==> src/rtl/servo_pkg.sv <==
// Shared types, default widths and helpers for the servo controller.
// Width helpers let each instance size itself from its own parameters.
package servo_pkg;

    typedef enum logic [1:0] {
        S_IDLE,
        S_LOAD,
        S_DIV,
        S_SLEW
    } fsm_e;

    localparam int ADC_W_DEF = 12;
    localparam int SPAN_DEF  = 1000;
    localparam int NUM_W_DEF = ADC_W_DEF + $clog2(SPAN_DEF + 1);
    localparam int Q_W_DEF   = $clog2(SPAN_DEF + 1);

    function automatic int calc_num_w(int adc_w, int span);
        return adc_w + $clog2(span + 1);
    endfunction

    function automatic int calc_pulse_w(int frame_us);
        return $clog2(frame_us);
    endfunction

    function automatic int calc_us_w(int frame_us);
        return $clog2(frame_us);
    endfunction

    function automatic int center_pulse(int pmin, int span);
        return pmin + span / 2;
    endfunction

endpackage

==> src/rtl/serial_divider.sv <==
// Restoring unsigned divider, one quotient bit per cycle.
// A start pulse always (re)loads the operands; done pulses for one cycle.
module serial_divider
    import servo_pkg::*;
#(
    parameter int NUM_W = NUM_W_DEF,
    parameter int DEN_W = ADC_W_DEF,
    parameter int Q_W   = Q_W_DEF
) (
    input  logic             clk,
    input  logic             reset,
    input  logic             start,
    input  logic [NUM_W-1:0] num,
    input  logic [DEN_W-1:0] den,
    output logic             done,
    output logic [Q_W-1:0]   quot
);

    localparam int CNT_W = $clog2(NUM_W);

    logic [NUM_W-1:0] q;
    logic [DEN_W-1:0] rem;
    logic [DEN_W-1:0] dsr;
    logic [CNT_W-1:0] cnt;
    logic             run;
    logic [DEN_W:0]   shifted;

    assign shifted = {rem, q[NUM_W-1]};
    assign quot    = q[Q_W-1:0];

    always_ff @(posedge clk or posedge reset) begin
        if (reset) begin
            q    <= '0;
            rem  <= '0;
            dsr  <= '0;
            cnt  <= '0;
            run  <= 1'b0;
            done <= 1'b0;
        end else begin
            done <= 1'b0;
            if (start) begin
                q   <= num;
                rem <= '0;
                dsr <= den;
                cnt <= '0;
                run <= 1'b1;
            end else if (run) begin
                if (shifted >= {1'b0, dsr}) begin
                    rem <= DEN_W'(shifted - {1'b0, dsr});
                    q   <= {q[NUM_W-2:0], 1'b1};
                end else begin
                    rem <= shifted[DEN_W-1:0];
                    q   <= {q[NUM_W-2:0], 1'b0};
                end
                if (cnt == CNT_W'(NUM_W - 1)) begin
                    run  <= 1'b0;
                    done <= 1'b1;
                end else begin
                    cnt <= cnt + 1'b1;
                end
            end
        end
    end

endmodule

==> src/rtl/multi_servo_controller.sv <==
// N-channel servo driver: calibrated ADC-to-pulse mapping, slew limiting,
// per-channel enable, one shared serial divider time-multiplexed per frame.
module multi_servo_controller
    import servo_pkg::*;
#(
    parameter int NUM_CH        = 4,
    parameter int ADC_W         = 12,
    parameter int CLK_HZ        = 50_000_000,
    parameter int FRAME_US      = 20000,
    parameter int PULSE_MIN_US  = 1000,
    parameter int PULSE_SPAN_US = 1000,
    parameter int ADC_MARGIN    = 50,
    parameter int SLEW_US       = 20
) (
    input  logic                    clk,
    input  logic                    reset,
    input  logic [NUM_CH*ADC_W-1:0] adc_in,
    input  logic [NUM_CH*ADC_W-1:0] cal_min,
    input  logic [NUM_CH*ADC_W-1:0] cal_max,
    input  logic [NUM_CH-1:0]       ch_en,
    output logic [NUM_CH-1:0]       servo_pwm,
    output logic                    frame_start,
    output logic [NUM_CH-1:0]       cal_err,
    output logic                    busy
);

    localparam int NUM_W   = calc_num_w(ADC_W, PULSE_SPAN_US);
    localparam int Q_W     = $clog2(PULSE_SPAN_US + 1);
    localparam int PW      = calc_pulse_w(FRAME_US);
    localparam int UW      = calc_us_w(FRAME_US);
    localparam int SW      = PW + 1;
    localparam int AW      = ADC_W + 2;
    localparam int PRE_DIV = CLK_HZ / 1_000_000;
    localparam int PRE_W   = (PRE_DIV > 1) ? $clog2(PRE_DIV) : 1;
    localparam int CH_W    = (NUM_CH > 1) ? $clog2(NUM_CH) : 1;

    localparam logic [PW-1:0] CENTER =
        PW'(center_pulse(PULSE_MIN_US, PULSE_SPAN_US));
    localparam logic signed [SW-1:0] SLEW_S = SW'(SLEW_US);

    logic [PRE_W-1:0] pre_cnt;
    logic             tick;
    logic [UW-1:0]    us_cnt;

    logic [ADC_W-1:0] adc_q  [NUM_CH];
    logic [ADC_W-1:0] cmin_q [NUM_CH];
    logic [ADC_W-1:0] cmax_q [NUM_CH];
    logic [NUM_CH-1:0] en_q;

    logic [PW-1:0] pulse_act  [NUM_CH];
    logic [PW-1:0] pulse_next [NUM_CH];

    fsm_e            state;
    fsm_e            nxt;
    logic [CH_W-1:0] ch;
    logic            last;
    logic [Q_W-1:0]  quot;
    logic [Q_W-1:0]  div_q;
    logic            div_start;
    logic            div_done;

    logic signed [AW-1:0] lo;
    logic signed [AW-1:0] hi;
    logic signed [AW-1:0] a_c;
    logic [ADC_W-1:0]     a_off;
    logic                 win_bad;
    logic [NUM_W-1:0]     num;
    logic [ADC_W-1:0]     den;

    logic signed [SW-1:0] tgt;
    logic signed [SW-1:0] slew_d;
    logic signed [SW-1:0] slew_v;
    logic [PW-1:0]        pulse_new;

    // 1 us timebase
    always_ff @(posedge clk or posedge reset) begin
        if (reset) begin
            pre_cnt <= '0;
            tick    <= 1'b0;
        end else if (pre_cnt == PRE_W'(PRE_DIV - 1)) begin
            pre_cnt <= '0;
            tick    <= 1'b1;
        end else begin
            pre_cnt <= pre_cnt + 1'b1;
            tick    <= 1'b0;
        end
    end

    assign frame_start = tick && (us_cnt == UW'(FRAME_US - 1));

    always_ff @(posedge clk or posedge reset) begin
        if (reset) begin
            us_cnt <= '0;
        end else if (frame_start) begin
            us_cnt <= '0;
        end else if (tick) begin
            us_cnt <= us_cnt + 1'b1;
        end
    end

    always_ff @(posedge clk or posedge reset) begin
        if (reset) begin
            for (int i = 0; i < NUM_CH; i++) begin
                adc_q[i]     <= '0;
                cmin_q[i]    <= '0;
                cmax_q[i]    <= '0;
                pulse_act[i] <= CENTER;
            end
            en_q <= '0;
        end else if (frame_start) begin
            for (int i = 0; i < NUM_CH; i++) begin
                adc_q[i]     <= adc_in[i*ADC_W +: ADC_W];
                cmin_q[i]    <= cal_min[i*ADC_W +: ADC_W];
                cmax_q[i]    <= cal_max[i*ADC_W +: ADC_W];
                pulse_act[i] <= pulse_next[i];
            end
            en_q <= ch_en;
        end
    end

    always_ff @(posedge clk or posedge reset) begin
        if (reset) begin
            servo_pwm <= '0;
        end else begin
            for (int i = 0; i < NUM_CH; i++) begin
                servo_pwm[i] <= en_q[i] && (us_cnt < pulse_act[i]);
            end
        end
    end

    // window, clamp and divider operands for the current channel
    always_comb begin
        lo      = AW'(cmin_q[ch]) + AW'(ADC_MARGIN);
        hi      = AW'(cmax_q[ch]) - AW'(ADC_MARGIN);
        win_bad = (hi <= lo);
        a_c     = AW'(adc_q[ch]);
        if (a_c < lo) begin
            a_c = lo;
        end else if (a_c > hi) begin
            a_c = hi;
        end
        a_off = ADC_W'(a_c - lo);
        num   = NUM_W'(a_off) * NUM_W'(PULSE_SPAN_US);
        den   = ADC_W'(hi - lo);
    end

    always_comb begin
        tgt    = SW'(PULSE_MIN_US) + SW'(quot);
        slew_d = tgt - SW'(pulse_act[ch]);
        slew_v = tgt;
        if (SLEW_US > 0) begin
            if (slew_d > SLEW_S) begin
                slew_d = SLEW_S;
            end else if (slew_d < -SLEW_S) begin
                slew_d = -SLEW_S;
            end
            slew_v = SW'(pulse_act[ch]) + slew_d;
        end
        pulse_new = PW'(slew_v);
    end

    assign last = (ch == CH_W'(NUM_CH - 1));

    always_ff @(posedge clk or posedge reset) begin
        if (reset) begin
            state <= S_IDLE;
        end else begin
            state <= nxt;
        end
    end

    always_comb begin
        nxt = state;
        if (frame_start) begin
            nxt = S_LOAD;
        end else begin
            unique case (state)
                S_IDLE: nxt = S_IDLE;
                S_LOAD: nxt = win_bad ? S_SLEW : S_DIV;
                S_DIV:  nxt = div_done ? S_SLEW : S_DIV;
                S_SLEW: nxt = last ? S_IDLE : S_LOAD;
            endcase
        end
    end

    always_comb begin
        div_start = (state == S_LOAD) && !win_bad && !frame_start;
        busy      = (state != S_IDLE);
    end

    always_ff @(posedge clk or posedge reset) begin
        if (reset) begin
            ch      <= '0;
            quot    <= '0;
            cal_err <= '0;
            for (int i = 0; i < NUM_CH; i++) begin
                pulse_next[i] <= CENTER;
            end
        end else if (frame_start) begin
            ch      <= '0;
            cal_err <= '0;
        end else begin
            unique case (state)
                S_IDLE: ;
                S_LOAD: begin
                    if (win_bad) begin
                        cal_err[ch] <= 1'b1;
                        quot        <= Q_W'(PULSE_SPAN_US / 2);
                    end
                end
                S_DIV: begin
                    if (div_done) begin
                        quot <= div_q;
                    end
                end
                S_SLEW: begin
                    pulse_next[ch] <= pulse_new;
                    if (!last) begin
                        ch <= ch + 1'b1;
                    end
                end
            endcase
        end
    end

    serial_divider #(
        .NUM_W (NUM_W),
        .DEN_W (ADC_W),
        .Q_W   (Q_W)
    ) u_div (
        .clk   (clk),
        .reset (reset),
        .start (div_start),
        .num   (num),
        .den   (den),
        .done  (div_done),
        .quot  (div_q)
    );

endmodule
==> config.mk <==
export PLATFORM = sky130hd
export DESIGN_NAME = multi_servo_controller
export DESIGN_NICKNAME = d
export VERILOG_FILES = /design/src/rtl/servo_pkg.sv /design/src/rtl/serial_divider.sv /design/src/rtl/multi_servo_controller.sv
export SDC_FILE = /design/constraint.sdc
export NUM_CORES = 1
export LEC_CHECK = 0
export BUFFER_PORTS_ARGS = -buffer_cell sky130_fd_sc_hd__buf_2
export CAP_MARGIN = 20
export CORE_ASPECT_RATIO = 1.75
export CORE_MARGIN = 2
export CORE_UTILIZATION = 35
export DETAILED_ROUTE_END_ITERATION = 16
export PLACE_DENSITY_LB_ADDON = 0.12
export SLEW_MARGIN = 20
export SYNTH_ARGS = -nofsm -noshare
export SYNTH_HDL_FRONTEND = slang
export SYNTH_SLANG_ARGS = --single-unit
==> constraint.sdc <==
create_clock -name clk -period 10.1 [get_ports clk]
set_input_delay 0.505 -clock clk [delete_from_list [all_inputs] [get_ports clk]]
set_output_delay 0.505 -clock clk [all_outputs]
set_load 0.02 [all_outputs]
Word-level counts from Yosys, hierarchy flattened. Cells that the tools add are included.

Bits in registers: 365. Word-level logic and storage cells: 154.

Add/subtract/negate cells: 12. $mul: 1. $lt $le $gt $ge: 14. Equality and inequality tests: 11. Muxes and demuxes: 54. Bitwise gates (word level): 3. Reduce and logical (&&, ||, !) cells: 24.

Operators with widths (number): 2-to-1 mux 12 bit (11); 2-to-1 mux 15 bit (7); binary-select mux 12 bit (select 2 bit) (3); bitwise mux 60 bit (1); less-than comparator 15 bit (4); 2-to-1 mux 22 bit (2); subtractor 12 bit (3); binary-select mux 15 bit (select 2 bit) (1); demux 15 bit (select 2 bit) (1); 2-to-1 mux 10 bit (2); one-hot mux 10 bit (2 select lines) (1); multiplier 12 x 7 -> 19 bit (second input constant) (1); greater-than comparator 16 x 6 -> 1 bit (second input constant) (1); less-than comparator 16 x 6 -> 1 bit (second input constant) (1); subtractor 11 x 15 -> 16 bit (1); adder 15 x 1 -> 15 bit (second input constant) (1); adder 15 bit (1); == test 15 bit (second input constant) (1); 2-to-1 mux 5 bit (3); less-or-equal comparator 13 x 14 -> 1 bit (1); nonzero test 2 bit (7); adder 12 x 6 -> 13 bit (second input constant) (1); greater-or-equal comparator 13 x 12 -> 1 bit (1); greater-than comparator 13 bit (1); other kinds (30) (62).

Longest topological paths before layout. Gate-level depths: netlist (run 1).

Depth after elaboration: 11. Gate-level depth with buffers: 46. Mapped depth without buffers: 44.

Modules after synthesis. From an unflattened synthesis (run 1), not the netlist that was laid out.

Cells, all modules: 2431. Area total of the unflattened synthesis: 22964.5 um2.

By module, submodules not included: multi_servo_controller (instances 1, cells each 2112, area each 19915.4 um2); serial_divider (instances 1, cells each 319, area each 3049.2 um2).

Worst setup path after synthesis (run 1). Ideal clock, no wire load.

Path type: register -> register. Start point: register ch[0]. End point: register u_div.q[19]. Setup time: 0.137 ns. Arrival: 9.534 ns. Data required time: 9.963 ns. Slack: 0.429 ns. Stages on the path, launching flop included: 45. Path buffers: 2. Path through: dfrtp_1 > buf_6 > mux4_2 > inv_1 > ha_1 > inv_1 > o211a_1 > or2_1 > nor3_1 > xor2_1 > inv_1 > ha_1 > inv_1 > or4_1 > nor2b_1 > nor4_2 > buf_4 > mux2i_1 > [... 9 more ...] > o21ai_0 > nand2_1 > a21oi_1 > xnor2_1 > ha_1 > inv_1 > fa_1 > fa_1 > fa_1 > inv_1 > ha_1 > nand2_1 > o21ai_0 > o41ai_1 > o21bai_1 > a21oi_1 > xor2_1 > a21oi_1.

Cells in the longest elaborated chain, start to end: 11. Elaborated cells between the ends (all ways): 24.

RTL lines: start: declaration (line multi_servo_controller.sv:55) `logic [CH_W-1:0] ch;`; start signal: assignment (line multi_servo_controller.sv:219) `ch <= ch + 1'b1;`; inverter 2 -> 3 bit (implied by the code) (*) (line multi_servo_controller.sv:133, multi_servo_controller.sv:134, multi_servo_controller.sv:136); binary-select mux 12 bit (select 2 bit) (line multi_servo_controller.sv:134) `hi = AW'(cmax_q[ch]) - AW'(ADC_MARGIN);`; 2-to-1 mux 12 bit (implied by the code) (2 in series) (line multi_servo_controller.sv:134); subtractor 12 x 6 -> 13 bit (line multi_servo_controller.sv:134); greater-than comparator 13 bit (line multi_servo_controller.sv:139) `end else if (a_c > hi) begin`; 2-to-1 mux 12 bit (line multi_servo_controller.sv:139); 2-to-1 mux 12 bit (line multi_servo_controller.sv:137) `if (a_c < lo) begin`; subtractor 12 bit (line multi_servo_controller.sv:142) `a_off = ADC_W'(a_c - lo);`; multiplier 12 x 7 -> 19 bit (line multi_servo_controller.sv:143) `num = NUM_W'(a_off) * NUM_W'(PULSE_SPAN_US);`; 2-to-1 mux 22 bit (line serial_divider.sv:41) `if (start) begin`; end signal: assignment (line serial_divider.sv:42) `q <= num;`; end signal: assignment (line serial_divider.sv:50) `q <= {q[NUM_W-2:0], 1'b1};`; end signal: assignment (line serial_divider.sv:53) `q <= {q[NUM_W-2:0], 1'b0};`; end: declaration (line serial_divider.sv:21) `logic [NUM_W-1:0] q;`.

Mark *: on every way between the ends. The rest lies on a longest branch, timed or not. The select of a mux whose other input is x is not followed. A chain may end at the register's enable or synchronous reset.

Worst setup path after layout (run 1). Ends and elaborated chain as after synthesis.

==> results of run 1 <==
worst max-delay path: cells and delay by family (launching register included):
| kind | cells | cell delay [ns] |
|---|---|---|
| buffers and inverters | 9 | 0.77 |
| AO/OA/AOI/OAI | 12 | 1.96 |
| adder cells (fa/ha/maj) | 9 | 3.05 |
| flip-flops | 1 | 0.47 |
| multiplexers | 2 | 0.78 |
| AND/OR/NAND/NOR | 9 | 1.80 |
| XOR/XNOR | 3 | 0.45 |
through the flow:
stage | total power [mW] | setup WS [ns]
floorplan | 1.512 | 0.4286
global placement | 1.554 | 0.2367
detailed placement | 1.554 | 0.06432
CTS | 3.106 | 0.02145
global route | 3.159 | -0.03333
finish | 3.054 | 0.6489
registers in the layout, indices dropped and copies added (netlist names), 5 cells and up:
| name | count |
|---|---|
| adc_q | 48 |
| pre_cnt | 6 |
| u_div.rem | 12 |
| cmax_q | 48 |
| us_cnt | 15 |
| u_div.q | 22 |
| cmin_q | 48 |
| pulse_act | 60 |
| u_div.dsr | 12 |
| quot | 10 |
| pulse_next | 60 |
| u_div.cnt | 5 |
cells in the final DEF (no fill, tap or decap), drive strengths merged, types with 56 or more instances in the layout:
master	Yosys	final
nand2	624	624
dfrtp	309	309
buf	15	218
ha	196	196
inv	187	190
o21ai	149	149
xnor2	82	82
nor2	81	81
a21oi	72	72
dfstp	56	56
routing by layer:
layer / up-vias / wire [µm]
met4: 0 / 1899
li1: 8342 / -
met2: 315 / 32190
met3: 84 / 1857
met5: - / 0
met1: 8200 / 24660
synth_stat cells (10+ instances only):
master    number  area, µm²
mux4_2        51       1149
dfrtp_1      309       7732
o21ai_0      143      715.7
o21bai_1      14      105.1
mux2_2        49      551.8
fa_1          34      680.7
nor3_1        23      115.1
nand3_1       23      115.1
a211oi_1      25      187.7
nand2b_1      30      187.7
nand4_1       20      125.1
xor2_1        39      341.6
nor2b_1       29      181.4
nor2_1        79      296.5
a21boi_0      10      75.07
clkbuf_1      76      285.3
ha_1         196       2452
a21oi_1       72      360.4
o21a_1        11      82.58
mux2i_1       32      320.3
a31oi_1       11      68.82
dfstp_2       56       1471
nand2_1      624       2342
inv_1        187      701.9
a21o_1        52      390.4
xnor2_1       79      691.9
cell families (layout without fill, tap and decap cells):
family	after synthesis	after routing
simple gates	874	874
xor+xnor	122	122
fa+ha+maj	234	234
buf+inv	278	476
flops	365	365
other cells	0	1
mux	132	132
compound gates	382	382
path summary, 6_finish.rpt:
check                            startpoint       endpoint  slack [ns]  cells past startpoint
worst min register to register    cmax_q[8]      cmax_q[8]        0.46                      2
worst max-delay path                  ch[0]    u_div.q[19]        0.65                     44
worst min-delay path            cal_max[36]      cmax_q[0]        0.13                      3
min in group asynchronous             reset     cmin_q[19]        0.45                      3
max in group asynchronous             reset  pulse_next[2]        7.57                      6
worst max register to register        ch[0]    u_div.q[19]        0.65                     44
final cells by class:
| class | count | area (µm²) |
|---|---|---|
| sequential | 365 | 9210 |
| timing repair buffer | 219 | 1289 |
| antenna | 1 | 2.502 |
| tap | 812 | 1016 |
| clock inverter | 15 | 244.0 |
| inverter | 187 | 705.7 |
| multi-input combinational | 1744 | 12530 |
| clock buffer | 55 | 1086 |
| fill | 6410 | 38090 |
what timing repair did:
action                                  in CTS  in global routing
endpoints found under the setup margin       0                  7
hold endpoints to repair                    14                  0
hold buffers                                 1                  0
buffers inserted                             0                 12
gates resized for setup                      0                 29
power by group through the flow:
stage               sequential [mW]  clock (mW)  combinational, mW
finish                         1.46        1.53             0.0640
floorplan                      1.49           0             0.0218
CTS                            1.46        1.58             0.0654
global placement               1.49           0             0.0648
detailed placement             1.49           0             0.0646
global route                   1.46        1.62             0.0737
==> results by group, run 1 <==
Run
  – Max-Cap Viols: 0

STA
  – Hold Vio Cnt, Final: 0
  – Final setup fails: 0
  – Pins Over Slew Limit: 0
  – Fmax: 105.8 MHz
  – Minimum clock period: 9.451 ns
  – Worst rel slew slack: 0.2873
  – Setup_tns: 0 ns
  – Clk_skew: 0.01182 ns
  – Worst hold slack: 0.1274 ns
  – Fin crit share: 0.9357
  – Worst slew pin tran: 1.061 ns

Synthesis
  – Ys flop type: dfrtp_1
  – Syn Std Cell Area: 22,650 µm²
  – Post-Synth Adder-Cell Area: 0.1401
  – Sequential fraction of the synthesis area: 0.4064
  – Synth unique cells: 69
  – Post-synthesis simple-gate area fraction: 0.1639
  – Multiplexer area fraction after synthesis: 0.08922
  – Asr flop ratio synth: 1.000
  – Yosys reg bits: 365
  – Synth Warn #: 0
  – Syn_area_per_cell: 9.488 µm²
  – Compound-cell area share of the yosys netlist: 0.1041
  – Cells after Synth: 2,387
  – Post-synth EDFFs: 0
  – Fraction of synthesized cell area in xor and xnor cells: 0.04851
  – Largest family of logic cells by synthesized area: simple AND/OR/NAND/NOR gates
  – Post-synth net total: 2,767

Power and ir drop
  – Net Sw Frac: 0.2219
  – Net Sw Power: 677.6 µW
  – Static Leak: 11.81 nW
  – Combinational Power Share: 0.021
  – Clk pwr share: 0.500
  – PwrDens: 117.1 nW/µm²
  – P_int: 2.376 mW
  – Reg power frac: 0.479
  – Worst IR Drop VDD: 0.1104 mV

CTS
  – Clock tree from TritonCTS: done
  – Htree depth: 2
  – TritonCTS buffer count: 39
  – CTS clk-pin slew, worst paths: 0.07 ns
  – Max clock buf depth: 3
  – Clk root buf: clkbuf_16
  – Clk_lat worst skew: 0.57 ns
  – Clk sinks: 365

Route
  – Final WL: 60,610 µm
  – First drt pass iteration count: 5
  – Via count: 16,940
  – DRT iter0 DRCs: 777
  – Detail Route Antenna Nets: 0
  – DRC violations left: 0
  – Vias per inst: 4.986
  – DR WL/cell: 17.84 µm

Setup path
  – CP endpoint kind: register
  – Req. time, crit path: 10.51 ns
  – Worst setup SP type: register
  – WS Path Type: register to register
  – Slowest cell delay on critical path: 0.57 ns
  – Most common cell on crit path: inv_1
  – Critical path data arrival time: 9.86 ns
  – Max FO, Critical Path: 8
  – Slowest CP cell: fa_1

Die
  – # rows: 123
  – Die span in y: 340.5 µm
  – Num ports: 160
  – Die area: 66,840 µm²
  – Initial core utilization: 0.3529
  – Core area: 64,180 µm²
  – Die width: 196.3 µm

Final layout
  – Layout Utilization: 0.4065
  – Final non-filler cell total: 3,398
  – Nets@finish: 2,936
  – Share of cells above drive strength 1: 0.1849
  – Area Growth Syn to Fin: 15.19%
  – Final instance area: 26,090 µm²

Global routing
  – Initial antenna violation count: 1
  – Met3 Track Usage GR: 0.01986
  – Global-route wire length before repair: 97,650 µm
  – GRT Resource Usage Total: 0.1851
  – Met2 GRT Util: 0.3493
  – GRT overflow: 0
  – Vias in the first global route: 17,910
  – Largest net degree at the start of global routing: 179
  – Met1 Usage GRT: 0.2160
  – GR peak layer: met2

Hold path
  – Worst min path class: input port to register

Place
  – Number of port buffers: 159
  – Final estimated routing congestion in global placement: 0.8840
  – Detail Placement HPWL: 45,530 µm
  – Placed Area: 24,460 µm²
  – Placed insts: 3,313

Run status
  – Status: completed
Note: power is estimated with default switching activity, not from simulation.
==> run 2: changes to the inputs <==
Clock period 10.1 ns to 11.5 ns, I/O delays scaled along.
==> run 2 against run 1 <==
Against the previous run:
- clock skew grew 0.019 ns
- utilization shrank 0.77 points
- critical endpoint unchanged
- clock-buffer cell count grew 4
- hold slack lost 0.060 ns
- combinational power shrank 16%
==> results by group, run 2 (same netlist as run 1, synthesis figures left out) <==
Place
  – Number of port buffers: 159 (unchanged)
  – Final estimated routing congestion in global placement: 0.8595 (-2.8%)
  – Placed insts: 3,291 (-0.66%)
  – Detail Placement HPWL: 45,780 µm (+0.54%)
  – Pre-CTS WS: 0.8659 ns (+0.8016 ns)

Global routing
  – Met1 Usage GRT: 0.2151 (-0.0009132)
  – Largest net degree at the start of global routing: 231 (+29%)
  – GR peak layer: met2
  – GRT overflow: 0 (unchanged)
  – Initial antenna violation count: 2 (+1)
  – Vias in the first global route: 17,940 (+0.14%)
  – Met2 GRT Util: 0.3468 (-0.002512)
  – Global-route wire length before repair: 97,780 µm (+0.13%)
  – Met3 Track Usage GR: 0.01888 (-0.0009882)
  – GRT Resource Usage Total: 0.1847 (-0.0004400)

Final layout
  – Area Growth Syn to Fin: 13.02%
  – Layout Utilization: 0.3988 (-0.007662)
  – Leading registers by flop count: pulse_act x60, pulse_next x60
  – Final non-filler cell total: 3,363 (-1.0%)
  – Share of cells above drive strength 1: 0.1655 (-0.01942)
  – Commonest non-fill, non-tap cell in the layout: nand2_1
  – Nets@finish: 2,900 (-1.2%)
  – Commonest non-fill, non-tap cells in the layout: nand2_1 (624), dfrtp_1 (306), ha_1 (196)

CTS
  – Clock tree from TritonCTS: done
  – Setup bufs post-CTS: 0 (unchanged)
  – Htree depth: 2 (unchanged)
  – Post_cts resized: 0 (unchanged)
  – CTS clk-pin slew, worst paths: 0.06 ns (about the same)
  – Clk_lat worst skew: 0.57 ns (about the same)
  – Max clock buf depth: 3 (unchanged)
  – Clk sinks: 365 (unchanged)
  – Cts hold-fix bufs: 0 (-1)
  – Clk root buf: clkbuf_16
  – TritonCTS buffer count: 39 (unchanged)

Die
  – Core area: 64,180 µm² (unchanged)
  – Die span in y: 340.5 µm (unchanged)
  – Die area: 66,840 µm² (unchanged)
  – Num ports: 160 (unchanged)
  – # rows: 123 (unchanged)
  – Die width: 196.3 µm (unchanged)
  – Initial core utilization: 0.3529 (unchanged)

STA
  – Fmax: 94.05 MHz (-11%)
  – Fin crit share: 0.9245 (-0.01122)
  – Minimum clock period: 10.63 ns (+1.181 ns)
  – Setup_tns: 0 ns (unchanged)
  – Final setup fails: 0 (unchanged)
  – RSZ-0062 raised after global routing: no
  – Pins Over Slew Limit: 0 (unchanged)
  – Hold Vio Cnt, Final: 0 (unchanged)
  – Clk_skew: 0.03047 ns (+0.01864 ns)
  – Setup ws final: 0.8679 ns (+0.2189 ns)
  – Worst slew pin tran: 1.062 ns (+0.001597 ns)
  – Worst rel slew slack: 0.2917 (+0.004376)

Hold path
  – Worst min path class: input port to asynchronous set/reset pin

Route
  – Detail Route Antenna Nets: 0 (unchanged)
  – DRC violations left: 0 (unchanged)
  – Final WL: 60,440 µm (-0.27%)
  – Vias per inst: 4.999 (+0.27%)
  – Via count: 16,810 (-0.76%)
  – First drt pass iteration count: 5 (unchanged)
  – DRT iter0 DRCs: 702 (-9.7%)
  – DR WL/cell: 17.97 µm (+0.77%)

Setup path
  – Critical path data arrival time: 11.03 ns (+1.17 ns)
  – Slowest cell delay on critical path: 0.60 ns (+0.03 ns)
  – Slowest CP cell: mux4_2
  – WS Path Type: register to register
  – Worst setup SP type: register
  – Max FO, Critical Path: 21 (+13)
  – CP endpoint kind: register
  – Req. time, crit path: 11.90 ns (+1.39 ns)

Power and ir drop
  – PwrDens: 102.4 nW/µm² (-13%)
  – Total power: 2.620 mW (-14%)
  – Worst IR Drop VDD: 0.09760 mV (-12%)
  – Static Leak: 11.58 nW (-1.9%)

Run
  – Max-Cap Viols: 0 (unchanged)

Run status
  – Status: completed
==> run 2: changes by cell type in the layout (fill, tap and decap cells not counted), sizes merged <==
cell,change
buf,-35
clkbuf,+4
bufinv,-3
clkinvlp,-1
dlygate4sd3,-1
inv,+1
==> run 2: path summary, 6_finish.rpt <==
path	start	cells past startpoint	endpoint	slack [ns]
setup / recovery	ch[0]	41	u_div.q[19]	0.87
hold / removal	reset	2	cmin_q[44]	0.07
setup reg to reg	ch[0]	41	u_div.q[19]	0.87
hold reg to reg	cmax_q[17]	2	cmax_q[17]	0.46
max in group asynchronous	reset	4	pulse_next[42]	9.19
min in group clk	cal_max[41]	3	cmax_q[5]	0.20
==> run 2: area by class of cell <==
type                    count  area [µm²]
multi-input cells        1744       12380
clock inverters            12       150.1
fillers                  6404       38580
clock buffers              59        1131
well taps                 812        1016
flip-flops and latches    365        9213
diodes                      1       2.502
inverters                 187       709.4
repair buffers            183       992.2
==> run 2: power breakdown <==
group          leakage [nW]  internal (mW)  total [mW]  switching, mW
logic                  6.85         0.0192      0.0539         0.0347
registers              4.10           1.29        1.29              0
clock network         0.629          0.733        1.28          0.548
==> run 2: metal layers <==
metal / wire [µm] / part of all wire
met1: 24520 / 0.41
met2: 31990 / 0.53
met3: 1822 / 0.030
met4: 2108 / 0.035
met5: 0 / 0
==> run 2: worst max-delay path, delay by kind of cell (launching register included) <==
kind	cells	cell delay [ns]
adder cells (fa/ha/maj)	8	3.01
multiplexers	2	0.81
buffers and inverters	7	0.98
flip-flops	1	0.45
XOR/XNOR	3	0.80
AND/OR/NAND/NOR	10	2.04
AO/OA/AOI/OAI	11	2.34
==> run 2: metrics by stage <==
| step | cell area, µm² | hold WS [ns] |
|---|---|---|
| after detailed placement | 24310 | 0.4526 |
| after global routing | 25600 | 0.1187 |
| after floorplan | 22650 | 0.4334 |
| after CTS | 25590 | 0.08763 |
| after global placement | 24300 | 0.4476 |
| final | 25600 | 0.06752 |
